--- src/rtl/serial_uart_pkg.sv ---
// Shared definitions for the serial UART bridge: FSM state encoding used by
// both the TX and RX paths, plus default sizing constants.
package serial_uart_pkg;

  // Common 2-bit state encoding for the TX serializer and RX deserializer.
  typedef enum logic [1:0] {
    ST_IDLE  = 2'd0,
    ST_START = 2'd1,
    ST_DATA  = 2'd2,
    ST_STOP  = 2'd3
  } fsm_state_t;

  // 50 MHz system clock divided down to 115200 baud.
  localparam int DEFAULT_CLKS_PER_BIT = 434;
  localparam int DEFAULT_TX_DEPTH     = 4;
  localparam int BYTE_W               = 8;

endpackage

--- src/rtl/serial_fifo.sv ---
// Parameterized synchronous FIFO with a combinational head read.
// Pushes while full and pops while empty are ignored, so the caller may
// leave the strobes raised without corrupting the pointers.
module serial_fifo #(
  parameter int WIDTH = 8,
  parameter int DEPTH = 4
) (
  input  logic                     clock,
  input  logic                     reset,
  input  logic                     push,
  input  logic                     pop,
  input  logic [WIDTH-1:0]         wr_data,
  output logic [WIDTH-1:0]         rd_data,
  output logic                     full,
  output logic                     empty,
  output logic [$clog2(DEPTH):0]   count
);

  localparam int PTR_W = $clog2(DEPTH);
  localparam logic [PTR_W:0] FULL_COUNT = (PTR_W + 1)'(DEPTH);

  logic [WIDTH-1:0] mem [DEPTH];
  logic [PTR_W-1:0] wr_ptr;
  logic [PTR_W-1:0] rd_ptr;
  logic             do_push;
  logic             do_pop;

  // Accept/consume decisions use the pre-edge full/empty flags, so a push
  // into a full FIFO is rejected even when a pop happens on the same edge.
  assign do_push = push && !full;
  assign do_pop  = pop && !empty;

  assign full    = (count == FULL_COUNT);
  assign empty   = (count == '0);
  assign rd_data = mem[rd_ptr];

  // Storage array write.
  // NOTE: the data array is deliberately left out of reset; count/pointers
  // define which entries are valid, and a reset-free array maps onto RAM.
  always_ff @(posedge clock) begin
    if (do_push) begin
      mem[wr_ptr] <= wr_data;
    end
  end

  // Pointer and occupancy bookkeeping; pointers wrap modulo DEPTH.
  // NOTE: sequential state always uses non-blocking assignments so every
  // register samples pre-edge values regardless of statement order.
  always_ff @(posedge clock or posedge reset) begin
    if (reset) begin
      wr_ptr <= '0;
      rd_ptr <= '0;
      count  <= '0;
    end else begin
      if (do_push) begin
        wr_ptr <= wr_ptr + 1'b1;
      end
      if (do_pop) begin
        rd_ptr <= rd_ptr + 1'b1;
      end
      case ({do_push, do_pop})
        2'b10:   count <= count + 1'b1;
        2'b01:   count <= count - 1'b1;
        default: count <= count;
      endcase
    end
  end

endmodule

--- src/rtl/serial_uart.sv ---
// Byte-wide processor serial port to 8N1 UART bridge: TX FIFO feeding a
// serializer, and a deserializer feeding a one-byte holding register.
module serial_uart
  import serial_uart_pkg::*;
#(
  parameter int CLKS_PER_BIT = DEFAULT_CLKS_PER_BIT,
  parameter int TX_DEPTH     = DEFAULT_TX_DEPTH
) (
  input  logic              clock,
  input  logic              reset,
  input  logic [BYTE_W-1:0] wr_data_in,
  input  logic              wren_in,
  input  logic              rden_in,
  output logic [BYTE_W-1:0] rd_data_out,
  output logic              valid_out,
  output logic              ready_out,
  input  logic              uart_rx_in,
  output logic              uart_tx_out,
  output logic              rx_overrun_out,
  output logic              rx_frame_err_out
);

  localparam int CNT_W = $clog2(CLKS_PER_BIT);
  localparam int PTR_W = $clog2(TX_DEPTH);
  localparam logic [CNT_W-1:0] BIT_LAST  = CNT_W'(CLKS_PER_BIT - 1);
  localparam logic [CNT_W-1:0] HALF_LAST = CNT_W'(CLKS_PER_BIT / 2 - 1);
  localparam logic [PTR_W:0]   TX_FULL_COUNT = (PTR_W + 1)'(TX_DEPTH);

  // ---------------------------------------------------------------- TX FIFO
  logic [BYTE_W-1:0] tx_head;
  logic              tx_full;
  logic              tx_empty;
  logic [PTR_W:0]    tx_count;
  logic              tx_push;
  logic              tx_pop;

  assign ready_out = (tx_count < TX_FULL_COUNT);
  assign tx_push   = wren_in && !tx_full;

  serial_fifo #(
    .WIDTH (BYTE_W),
    .DEPTH (TX_DEPTH)
  ) u_tx_fifo (
    .clock   (clock),
    .reset   (reset),
    .push    (tx_push),
    .pop     (tx_pop),
    .wr_data (wr_data_in),
    .rd_data (tx_head),
    .full    (tx_full),
    .empty   (tx_empty),
    .count   (tx_count)
  );

  // ---------------------------------------------------------- TX serializer
  fsm_state_t        tx_state,  tx_state_n;
  logic [CNT_W-1:0]  tx_cnt,    tx_cnt_n;
  logic [2:0]        tx_bit,    tx_bit_n;
  logic [BYTE_W-1:0] tx_shift,  tx_shift_n;
  logic              tx_line,   tx_line_n;

  assign uart_tx_out = tx_line;

  // TX state register; the pin register resets high so reset idles the line.
  always_ff @(posedge clock or posedge reset) begin
    if (reset) begin
      tx_state <= ST_IDLE;
      tx_cnt   <= '0;
      tx_bit   <= '0;
      tx_shift <= '0;
      tx_line  <= 1'b1;
    end else begin
      tx_state <= tx_state_n;
      tx_cnt   <= tx_cnt_n;
      tx_bit   <= tx_bit_n;
      tx_shift <= tx_shift_n;
      tx_line  <= tx_line_n;
    end
  end

  // TX next-state: frame sequencing, FIFO pop and next pin level.
  // NOTE: every signal gets a default before the case so no path leaves a
  // variable unassigned, which would otherwise infer a latch.
  always_comb begin
    tx_state_n = tx_state;
    tx_cnt_n   = tx_cnt + 1'b1;
    tx_bit_n   = tx_bit;
    tx_shift_n = tx_shift;
    tx_line_n  = tx_line;
    tx_pop     = 1'b0;
    case (tx_state)
      ST_IDLE: begin
        tx_cnt_n  = '0;
        tx_line_n = 1'b1;
        if (!tx_empty) begin
          tx_pop     = 1'b1;
          tx_shift_n = tx_head;
          tx_state_n = ST_START;
          tx_line_n  = 1'b0;
        end
      end
      ST_START: begin
        if (tx_cnt == BIT_LAST) begin
          tx_cnt_n   = '0;
          tx_bit_n   = '0;
          tx_state_n = ST_DATA;
          tx_line_n  = tx_shift[0];
        end
      end
      ST_DATA: begin
        if (tx_cnt == BIT_LAST) begin
          tx_cnt_n = '0;
          if (tx_bit == 3'd7) begin
            tx_state_n = ST_STOP;
            tx_line_n  = 1'b1;
          end else begin
            tx_bit_n   = tx_bit + 1'b1;
            tx_shift_n = tx_shift >> 1;
            tx_line_n  = tx_shift[1];
          end
        end
      end
      ST_STOP: begin
        if (tx_cnt == BIT_LAST) begin
          tx_cnt_n = '0;
          // Chain straight into the next start bit when more data is queued.
          if (!tx_empty) begin
            tx_pop     = 1'b1;
            tx_shift_n = tx_head;
            tx_state_n = ST_START;
            tx_line_n  = 1'b0;
          end else begin
            tx_state_n = ST_IDLE;
            tx_line_n  = 1'b1;
          end
        end
      end
      default: begin
        tx_state_n = ST_IDLE;
        tx_line_n  = 1'b1;
      end
    endcase
  end

  // -------------------------------------------------------- RX deserializer
  logic              rx_s1;
  logic              rx_s2;
  fsm_state_t        rx_state,  rx_state_n;
  logic [CNT_W-1:0]  rx_cnt,    rx_cnt_n;
  logic [2:0]        rx_bit,    rx_bit_n;
  logic [BYTE_W-1:0] rx_shift,  rx_shift_n;
  logic              rx_deliver;
  logic              rx_bad_stop;

  // Two-flop synchronizer for the asynchronous pin; resets to the idle level.
  always_ff @(posedge clock or posedge reset) begin
    if (reset) begin
      rx_s1 <= 1'b1;
      rx_s2 <= 1'b1;
    end else begin
      rx_s1 <= uart_rx_in;
      rx_s2 <= rx_s1;
    end
  end

  // RX state register.
  always_ff @(posedge clock or posedge reset) begin
    if (reset) begin
      rx_state <= ST_IDLE;
      rx_cnt   <= '0;
      rx_bit   <= '0;
      rx_shift <= '0;
    end else begin
      rx_state <= rx_state_n;
      rx_cnt   <= rx_cnt_n;
      rx_bit   <= rx_bit_n;
      rx_shift <= rx_shift_n;
    end
  end

  // RX next-state: start validation at mid-bit, then one sample per bit time.
  always_comb begin
    rx_state_n  = rx_state;
    rx_cnt_n    = rx_cnt + 1'b1;
    rx_bit_n    = rx_bit;
    rx_shift_n  = rx_shift;
    rx_deliver  = 1'b0;
    rx_bad_stop = 1'b0;
    case (rx_state)
      ST_IDLE: begin
        rx_cnt_n = '0;
        rx_bit_n = '0;
        if (!rx_s2) begin
          rx_state_n = ST_START;
        end
      end
      ST_START: begin
        if (rx_cnt == HALF_LAST) begin
          rx_cnt_n   = '0;
          rx_bit_n   = '0;
          // A line that is high again at mid start bit was only a glitch.
          rx_state_n = rx_s2 ? ST_IDLE : ST_DATA;
        end
      end
      ST_DATA: begin
        if (rx_cnt == BIT_LAST) begin
          rx_cnt_n   = '0;
          rx_shift_n = {rx_s2, rx_shift[BYTE_W-1:1]};
          rx_bit_n   = rx_bit + 1'b1;
          if (rx_bit == 3'd7) begin
            rx_state_n = ST_STOP;
          end
        end
      end
      ST_STOP: begin
        if (rx_cnt == BIT_LAST) begin
          rx_cnt_n    = '0;
          rx_state_n  = ST_IDLE;
          rx_deliver  = rx_s2;
          rx_bad_stop = !rx_s2;
        end
      end
      default: begin
        rx_state_n = ST_IDLE;
      end
    endcase
  end

  // Holding register toward the processor plus the one-cycle error pulses.
  // A read on the delivery cycle frees the slot, so the new byte is accepted.
  always_ff @(posedge clock or posedge reset) begin
    if (reset) begin
      rd_data_out      <= '0;
      valid_out        <= 1'b0;
      rx_overrun_out   <= 1'b0;
      rx_frame_err_out <= 1'b0;
    end else begin
      rx_overrun_out   <= 1'b0;
      rx_frame_err_out <= rx_bad_stop;
      if (rx_deliver) begin
        if (!valid_out || rden_in) begin
          rd_data_out <= rx_shift;
          valid_out   <= 1'b1;
        end else begin
          rx_overrun_out <= 1'b1;
        end
      end else if (rden_in) begin
        valid_out <= 1'b0;
      end
    end
  end

endmodule

--- config.mk ---
export PLATFORM = sky130hd
export DESIGN_NAME = serial_uart
export DESIGN_NICKNAME = d
export VERILOG_FILES = /design/src/rtl/serial_uart_pkg.sv /design/src/rtl/serial_fifo.sv /design/src/rtl/serial_uart.sv
export SDC_FILE = /design/constraint.sdc
export NUM_CORES = 1
export LEC_CHECK = 0
export CAP_MARGIN = 15
export CORE_MARGIN = 2
export CORE_UTILIZATION = 24
export DETAILED_ROUTE_END_ITERATION = 10
export SYNTH_ARGS = -nofsm -noshare
export SYNTH_HDL_FRONTEND = slang
export SYNTH_SLANG_ARGS = --single-unit
--- constraint.sdc ---
create_clock -name clock -period 5.33 [get_ports clock]
set_input_delay 1.066 -clock clock [delete_from_list [all_inputs] [get_ports clock]]
set_output_delay 1.066 -clock clock [all_outputs]
set_load 0.1 [all_outputs]
==> results.yml <==
layout:
  drive_above_1_share: 0.186
  multi_input_area_sq_mm: 0.00175
  n_fill_cell: 1840
  fin_util: 0.292
  nNetsFinal: 399
  syn2layout_area_growth_pct: 18.4
  final_cell_mix: "dfrtp_1, edfxtp_1, mux2_2"
  seqCellArea_sq_mm: 0.00259
  diodes: 0
  design_area_sq_mm: 0.00530
  final_common_cell: "dfrtp_1"
route:
  wire_per_inst_um: 12.9
  vias: 2609
  firstDrtPassIters: 4
  ant_nets: 0
  totalWireLength_um: 7740
  drtIter0Drc: 68
  vias_per_cell: 4.36
  drc: 0
grt:
  grt.total_usage: 0.0856
  grt_pass1_vias: 2739
  busiest_layer: "met2"
  grt_overflow_total: 0
  use_met3: 0.0308
  antenna_found_initial: 0
  grtUsageMet1: 0.104
  grt_max_degree: 66
  grt_use_met2: 0.137
  grt_pass1_wl_um: 13500
timing:
  slew_headroom: 0.353
  fin_crit_sh: 0.580
  rsz0062_at_grt: "no"
  fin_tns_setup_ps: 0
  fin_crit_ps: 3090
  worst_hold_slack_ps: 360
  skew_ps: 10.2
  finalHoldViolCount: 0
  fmax_mhz: 324
  finalSetupViolations: 0
  tightest_slew_ps: 968
  drv_slew: 0
power_and_ir_drop:
  switching_share: 0.256
  p_switching_mw: 0.462
  internal-power_mw: 1.34
  seqPwrFrac: 0.484
  p_comb_frac: 0.116
  total_power_mw: 1.80
  ir_drop_uv: 158
  p_clk_frac: 0.400
  power.density_mw_per_mm2: 340
  p_leak_nw: 2.24
setup_path:
  required_ps: 4260
  slowest_delay_ps: 1150
  cp.arrival_ps: 2020
  startpoint_type: "flip-flop"
  path_delay_family: "buffers and inverters"
  critPathCaptureType: "primary output"
  cp_max_fo: 4
  crit_chain: "inv_1, clkdlybuf4s50_1"
  critPathBufInv: 2
  crit_path_top_delay_cell: "clkdlybuf4s50_1"
  criticalPathCategory: "reg -> out"
synthesis:
  synth_mux_area_frac: 0.114
  synthFlopType: "dfrtp_1"
  netlist_instances: 338
  synth_seq_cells: 97
  synth_edf_count: 32
  synthSimpleGateAreaFrac: 0.100
  syn_nets: 372
  synth_top_family_by_area: "multiplexers"
  yosys.area_share.adder: 0.0604
  synth_area_sq_mm: 0.00448
  synth_xor_area_frac: 0.0352
  ys_warn_count: 0
  synthArstFlopShare: 0.670
  synth_seq_area_share: 0.579
  synth_compound_area_frac: 0.0805
  synthDistinctLibCells: 55
  avgSynthCellArea_sq_um: 13.2
status:
  status: "completed"
cts:
  cts_setup_buffers: 0
  clk_path_buf_depth: 2
  cts_tree: "built"
  ctsHoldBuffers: 0
  numCtsBuffers: 9
  clock_latency_ps: 350
  clock_tree.root_cell: "clkbuf_16"
  cts.repair.resized: 0
  cts_max_level: 3
  cts.clk_slew.worst_paths_ps: 70
  clkSinkCount: 97
die:
  die_y_um: 141
  start_util: 0.247
  die-area_sq_mm: 0.0198
  ios: 26
  die_w_um: 141
  rows: 49
  fp.coreArea_sq_mm: 0.0181
placement:
  dp_hpwl_um: 5230
  routabilityCongestion: 0.786
  port_buffers: 25
  dpl_cell_area_sq_mm: 0.00496
run:
  cap_violations: 0
worst_hold_path:
  worstHoldPathType: "reg -> reg"
## final timing paths
kind,startpoint,to,slack (ps),depth (start not counted)
min in group asynchronous,reset,rx_overrun_out,1280,3
max,u_tx_fifo.count[2],ready_out,2240,2
max reg2reg,tx_cnt[3],u_tx_fifo.count[2],2640,9
min,rx_s1,rx_s2,360,0
min reg2reg,rx_s1,rx_s2,360,0
max in group asynchronous,reset,u_tx_fifo.wr_ptr[0],3520,3
## registers in the layout, indices dropped and copies added (netlist names), named ones only
register / flops
tx_bit: 3
rd_data_out: 8
rx_overrun_out: 1
tx_shift: 8
rx_s1: 1
tx_cnt: 9
u_tx_fifo.rd_ptr: 2
valid_out: 1
u_tx_fifo.count: 3
rx_shift: 8
rx_s2: 1
u_tx_fifo.mem: 32
rx_bit: 3
rx_cnt: 9
rx_state: 1
u_tx_fifo.wr_ptr: 2
uart_tx_out: 1
rx_frame_err_out: 1
tx_state: 2
## metrics by stage
step	setup slack, ps	cells
global route	2190	599
floorplan	2640	338
CTS	2230	599
finish	2240	599
global placement	2560	583
detailed placement	2510	583
## cells by family (layout without fill, tap and decap cells)
kind of cell	count (synthesis)	count (layout)
flops	97	97
simple gates	78	78
compound gates	50	50
mux	42	42
buf+inv	32	64
fa+ha+maj	21	21
xor+xnor	18	18
## synth_stat cells (all sizes together) (2+ instances only)
library cell	n	area share
o211ai	2	0.0034
xor2	8	0.016
nor3	5	0.0056
nor2b	5	0.0070
ha	20	0.056
mux2	40	0.11
edfxtp	32	0.21
o2bb2ai	2	0.0039
dfstp	3	0.018
nand2b	3	0.0042
buf	2	0.0056
o21a	2	0.0034
a22oi	2	0.0034
nand4	2	0.0042
a31oi	2	0.0028
or3	2	0.0028
o22ai	7	0.0098
or2	2	0.0028
nor3b	2	0.0059
a22o	8	0.016
and2	5	0.0070
o21ai	5	0.0056
clkbuf	8	0.0067
xnor2	10	0.020
and3	5	0.0070
nand3	9	0.010
nand2	9	0.0075
inv	22	0.018
nor2	23	0.023
dfrtp	62	0.35
a21oi	13	0.015
## power by group through the flow
stage / clock, mW / combinational (mW) / sequential [mW]
2_1_floorplan: 0 / 0.154 / 0.877
3_3_place_gp: 0 / 0.202 / 0.882
3_5_place_dp: 0 / 0.215 / 0.886
4_1_cts: 0.743 / 0.215 / 0.872
5_1_grt: 0.775 / 0.235 / 0.879
6_report: 0.721 / 0.209 / 0.872
## worst register-to-register path, delay by kind of cell (launching register included)
kind                       cells  cell delay, ps
and+or+nand+nor                2             720
AOI/OAI and AO/OA              2             580
adders and majority gates      2             560
DFF                            1             420
xor gates and xnor gates       2             270
buffers and inverters          1              60
## layout make-up
| class | count | area share |
|---|---|---|
| flip-flops and latches | 97 | 0.489 |
| inverters | 22 | 0.0156 |
| multi-input cells | 209 | 0.330 |
| repair buffers | 26 | 0.0487 |
| clock buffers | 9 | 0.0425 |
| clock inverters | 7 | 0.0203 |
| well taps | 229 | 0.0541 |
## per-layer routing
layer,up-vias,wire [um],part of all wire
li1,1264,-,-
met1,1296,3690,0.48
met2,40,3630,0.47
met3,9,305,0.039
met4,0,116,0.015
met5,-,0,0
Power figures use the tool's default switching activity.
